**src/rtl/alu_cmd_issuer.sv**
```systemverilog
// alu_cmd_issuer: issues one valid/ready request at a time to the ALU operand bus,
// waits out the command latency and returns the captured RES/flags on a valid/ready port.
module alu_cmd_issuer #(
  parameter int WIDTH    = 8,
  parameter int CMD_W    = 4,
  parameter int BASE_LAT = 1,
  parameter int MUL_LAT  = 2
) (
  input  logic               clk,
  input  logic               rst_n,
  input  logic               en,
  input  logic               req_valid,
  output logic               req_ready,
  input  logic               req_mode,
  input  logic [CMD_W-1:0]   req_cmd,
  input  logic [1:0]         req_inpv,
  input  logic               req_cin,
  input  logic [WIDTH-1:0]   req_opa,
  input  logic [WIDTH-1:0]   req_opb,
  output logic               alu_ce,
  output logic [1:0]         alu_inpv,
  output logic               alu_mode,
  output logic [CMD_W-1:0]   alu_cmd,
  output logic               alu_cin,
  output logic [WIDTH-1:0]   alu_opa,
  output logic [WIDTH-1:0]   alu_opb,
  input  logic [2*WIDTH-1:0] alu_res,
  input  logic [5:0]         alu_flags,
  output logic               rsp_valid,
  input  logic               rsp_ready,
  output logic [2*WIDTH-1:0] rsp_res,
  output logic [5:0]         rsp_flags
);
  localparam int MAX_LAT = (MUL_LAT > BASE_LAT) ? MUL_LAT : BASE_LAT;
  localparam int CNT_W   = $clog2(MAX_LAT + 1);
  typedef enum logic [1:0] {IDLE, ISSUE, WAIT, RESP} state_t;
  state_t state, state_nx;
  logic [CNT_W-1:0] cnt;
  logic live, go, accept, capture, is_mul;
  // live keeps every output low until the first clock edge after reset release
  assign go        = live & en;
  assign alu_ce    = go;
  assign req_ready = go & (state == IDLE);
  assign rsp_valid = state == RESP;
  assign is_mul    = req_mode & ((req_cmd == CMD_W'(9)) | (req_cmd == CMD_W'(10)));
  always_comb begin
    state_nx = state;
    accept   = 1'b0;
    capture  = 1'b0;
    case (state)
      IDLE: begin
        accept   = req_valid;
        state_nx = req_valid ? ISSUE : IDLE;
      end
      ISSUE: state_nx = WAIT;
      WAIT: begin
        capture  = cnt == CNT_W'(1);
        state_nx = capture ? RESP : WAIT;
      end
      RESP: state_nx = rsp_ready ? IDLE : RESP;
      default: state_nx = IDLE;
    endcase
  end
  always_ff @(posedge clk or negedge rst_n) begin
    if (!rst_n) begin
      state     <= IDLE;
      live      <= 1'b0;
      cnt       <= '0;
      alu_inpv  <= '0;
      alu_mode  <= 1'b0;
      alu_cmd   <= '0;
      alu_cin   <= 1'b0;
      alu_opa   <= '0;
      alu_opb   <= '0;
      rsp_res   <= '0;
      rsp_flags <= '0;
    end else begin
      live <= 1'b1;
      if (go) begin
        state <= state_nx;
        if (accept) begin
          alu_inpv <= req_inpv;
          alu_mode <= req_mode;
          alu_cmd  <= req_cmd;
          alu_cin  <= req_cin;
          alu_opa  <= req_opa;
          alu_opb  <= req_opb;
          cnt      <= is_mul ? CNT_W'(MUL_LAT) : CNT_W'(BASE_LAT);
        end
        if (state == ISSUE) alu_inpv <= '0;
        if (state == WAIT) cnt <= cnt - 1'b1;
        if (capture) begin
          rsp_res   <= alu_res;
          rsp_flags <= alu_flags;
        end
      end
    end
  end
endmodule
```
**config.mk**
```make
export PLATFORM = sky130hd
export DESIGN_NAME = alu_cmd_issuer
export DESIGN_NICKNAME = d
export VERILOG_FILES = /design/src/rtl/alu_cmd_issuer.sv
export SDC_FILE = /design/constraint.sdc
export NUM_CORES = 1
export LEC_CHECK = 0
export CAP_MARGIN = 20
export CORE_ASPECT_RATIO = 1.2
export CORE_MARGIN = 1
export CORE_UTILIZATION = 52
export CTS_CLUSTER_SIZE = 20
export DETAILED_ROUTE_END_ITERATION = 7
export DONT_BUFFER_PORTS = 1
export HOLD_SLACK_MARGIN = 0.1
export PLACE_DENSITY_LB_ADDON = 0.15
export SYNTH_ARGS = -nofsm -noshare
export SYNTH_HDL_FRONTEND = slang
export SYNTH_SLANG_ARGS = --single-unit
```
**constraint.sdc**
```tcl
create_clock -name clk -period 1.9 [get_ports clk]
set_input_delay 0.285 -clock clk [delete_from_list [all_inputs] [get_ports clk]]
set_output_delay 0.285 -clock clk [all_outputs]
set_load 0.005 [all_outputs]
```
# [After elaboration in Yosys (flattened, before gate mapping)]
# Cells that the tools add are included.
[totals] regBits=51 input_bits=51
[op_classes] n_addsub=1 eq_ne=6 n_mux=11 n_bitwise=4 reduce_logical=7
[op_table] op="2-bit two-way mux" count=6
[op_table] op="4-bit == test, second input constant" count=2
[op_table] op="2-bit case mux with 4 select lines" count=1
[op_table] op="2-bit AND reduction" count=4
[op_table] op="2-bit by 1-bit == test with 1-bit output, second input constant" count=2
[op_table] op="2-bit == test, second input constant" count=2
[op_table] op="1-bit two-way mux" count=4
[op_table] op="2-bit nonzero test" count=2
[op_table] op="1-bit AND" count=3
[op_table] op="2-bit logical NOT" count=1
[op_table] op="2-bit by 1-bit subtractor with 2-bit output, second input constant" count=1
[op_table] op="1-bit bitwise OR" count=1

# [Logic depth before layout (Yosys ltp)]
[depth] ltp_word=6 mapped_depth=6 mapped_depth_nobuf=5

# [Worst setup path after synthesis]
# No wires, ideal clock.
[synth_timing] kind="flip-flop to flip-flop" startpoint="register state[0]" endpoint="register alu_cin" setup_time_ns=0.125 t_arrival_ns=1.421 setup_slack_ns=0.354 path_stages_with_launch=5 n_path_buf=1 period_less_slack_ns=1.546 cell_sequence="dfrtp_1 nand3b_4 nor3b_4 buf_6 mux2_2"
[synth_via] elab_chain_len=3
[synth_lines] element="from (decl)" line="37" source="state_t state, state_nx;"
[synth_lines] element="from (signal assigned)" line="80" source="state <= state_nx;"
[synth_lines] element="2-bit logical NOT" line="50" source="case (state)"
[synth_lines] element="1-bit two-way mux" line="50"
[synth_lines] element="2-bit AND reduction (no source line)"
[synth_lines] element="to (signal assigned)" line="85" source="alu_cin <= req_cin;"
[synth_lines] element="to (decl)" line="24" source="output logic alu_cin,"
# Every way passes these cells.
# A chain may end at the register's enable or synchronous reset.

# [Worst setup path in the final report]
[layout_timing] startpoint="register live" endpoint="register alu_opb[1]"
[layout_via] elab_chain_len=2
[layout_lines] element="from (decl)" line="39" source="logic live, go, accept, capture, is_mul;"
[layout_lines] element="from (signal assigned)" line="67" source="live <= 1'b0;"
[layout_lines] element="from (signal assigned)" line="78" source="live <= 1'b1;"
[layout_lines] element="1-bit AND" line="41" source="assign go = live & en;"
[layout_lines] element="2-bit AND reduction (no source line)"
[layout_lines] element="to (signal assigned)" line="87" source="alu_opb <= req_opb;"
[layout_lines] element="to (decl)" line="26" source="output logic [WIDTH-1:0] alu_opb,"
# Every way passes these cells.

==> results.yml <==
place:
  dp_hpwl_um: 2640
  placed_cells: 189
  dpl_worst_slack_ps: 304
  io_buffers: 0
  gp_congestion: 0.676
global_routing:
  grt_max_degree: 52
  grt_pass1_vias: 1239
  top_usage_layer: "met2"
  grtUsageMet2: 0.322
  grtUsageMet3: 0.0823
  antenna_found_initial: 0
  grt_pass1_wl_um: 5490
  grtUsageMet1: 0.169
  grt.overflow.total: 0
  track_usage: 0.178
timing:
  clock-skew-final_ps: 2.21
  slew_viol_final: 0
  hold_viol: 0
  clock.fmax_mhz: 625
  setup_violations: 0
  finalCriticalPeriod_ps: 1600
  setup_slack_ps: 300
  tns_ps: 0
  fin_crit_sh: 0.842
  rsz0062_at_grt: "false"
setup_path:
  startpoint_type: "flop"
  r2r_slack_ps: 300
  path_cells: "nand3b_4 -> nor3b_4 -> buf_4 -> mux2_2"
  crit_path_max_incr_delay_ps: 450
  critical_path_arrival_ps: 1780
  r2r_end: "alu_opb[1]"
  slowest_stage: "dfrtp_1"
  reg2reg_from: "live"
  worstSetupPathType: "flop to flop"
  reg2reg_depth: 4
  cp.required_ps: 2080
  path_max_fanout: 23
  cp-end-kind: "flop"
run:
  cap_violations: 0
layout:
  multi_input_comb_area_um2: 741
  layoutNonFillerInstCount: 198
  diodes: 0
  final_nets: 198
  drive_gt1_frac: 0.397
  fillers: 324
  seq_area_mm2: 0.00128
  area_delta_synth_final_pct: 9.07
  fin_util: 0.606
synthesis:
  synth_top_area_cell: "dfrtp_1"
  yosysSeqAreaShare: 0.617
  synth.avg_cell_area_um2: 14.9
  syn-instance-count: 139
  synth_area_leaders: "dfrtp_1 62%, mux2_2 24%, nor2b_1 1.2%"
  synthFlopType: "dfrtp_1"
  syn-cell-area_mm2: 0.00207
  async_flop_share: 1.00
  synth_edf_count: 0
  synth_fp_nets: 191
  yosysTopAreaCellShare: 0.617
  synth.yosys.warnings: 0
  synth_cell_types: 29
  ys_ff_latch: 51
detailed_routing:
  vias: 1147
  wirelength_um: 3590
  ant_nets: 0
  drtPass1Iterations: 4
  viasPerCell: 5.79
  drcViolationCount: 0
  dr.first_iter.drc_count: 70
  routedWlPerCell_um: 18.1
clock_tree:
  cts_setup_buffers: 0
  cts.reportedPaths.clkPinSlew_ps: 80
  cts.sinks: 51
  cts_resized: 0
  cts_buffers: 5
  cts_tree: "built"
  clockRootBuffer: "clkbuf_8"
  postCtsHoldBufs: 2
  cts_max_level: 2
  clock_path_buffers: 2
  clk_latency_ps: 290
die:
  die_x_um: 59.6
  rows: 24
  core-area_mm2: 0.00372
  die_h_um: 71.1
  die_area_mm2: 0.00423
  start_util: 0.555
  ioPinCount: 100
worst_hold_path:
  holdPathEnd: "rsp_res[6]"
  hp-class: "primary input to flop"
  worstHoldStart: "alu_res[6]"
  holdPathStages: 1
outcome:
  status: "finished clean"
power:
  power.density_mw_per_mm2: 1500
  leakagePower_nw: 1.03
  irDropWorstVdd_mv: 0.809
  power_mw: 3.39
==> layout make-up <==
type	count	share of cell area
Tap cell	52	0.0288
Clock inverter	1	0.0133
Sequential cell	51	0.566
Timing Repair Buffer	5	0.0266
Clock buffer	6	0.0322
Multi-Input combinational cell	80	0.328
Inverter	3	0.00499
==> cell usage in the layout, fill, tap and decap left out, types with 2 or more instances in the layout <==
cell type  instances
dfrtp_1           51
mux2_2            44
nand2_1            5
clkbuf_8           5
nor2b_1            4
inv_1              3
nor2_1             3
o21ai_0            3
buf_4              3
a31oi_1            2
==> worst max-delay path, delay by kind of cell (launching register included) <==
| kind | cells | cell delay (ps) |
|---|---|---|
| simple gates | 2 | 330 |
| mux | 1 | 380 |
| flops | 1 | 450 |
| buf+inv | 1 | 320 |
==> registers in the layout, indices dropped and copies added, names as in the netlist <==
name       flops
alu_inpv       2
state          2
alu_opb        8
alu_mode       1
alu_opa        8
alu_cmd        4
rsp_flags      6
live           1
alu_cin        1
rsp_res       16
cnt            2
==> worst max-delay path by stage <==
stage / depth (start not counted) / slack [ps] / from / end
2_1_floorplan: 4 / 350 / state[0] / alu_cin
5_1_grt: 4 / 210 / live / alu_opb[4]
3_5_place_dp: 4 / 300 / live / alu_opb[1]
6_report: 4 / 300 / live / alu_opb[1]
4_1_cts: 4 / 290 / live / alu_opb[1]
3_3_place_gp: 4 / 370 / state[0] / alu_opa[4]
==> where the power goes <==
group / switching, mW / internal [mW] / leakage, nW / total, mW
Clock: 0.308 / 0.386 / 0.0513 / 0.693
Combinational: 0.267 / 0.459 / 0.347 / 0.726
Sequential: 0.393 / 1.57 / 0.630 / 1.97
==> routing by layer <==
metal | part of all wire | vias to the layer above
met3 | 0.11 | 6
met1 | 0.33 | 581
met2 | 0.54 | 66
met4 | 0.016 | 0
met5 | 0 | -
li1 | - | 494
==> metrics by stage <==
step	hold WS (ps)	cell area, um^2
4_1_cts	123	2260
5_1_grt	119	2260
2_1_floorplan	-10.6	2070
3_3_place_gp	-9.64	2120
3_5_place_dp	-9.63	2120
6_report	137	2260
==> synthesized netlist by cell type, types with 2 or more instances <==
library cell / instances
a31oi_1: 2
nor2_1: 4
o21ai_0: 3
nor2b_1: 4
dfrtp_1: 51
buf_6: 2
buf_4: 2
nand2_1: 5
inv_1: 3
mux2_2: 44
==> kinds of logic after synthesis <==
family          Yosys count  synth area share
mux                      44             0.240
simple gates             21            0.0659
other cells               1           0.00181
xor+xnor                  1           0.00424
flops                    51             0.617
buf+inv                   8            0.0260
compound gates           12            0.0393
fa+ha+maj                 1           0.00605
Power figures use the tool's default switching activity.
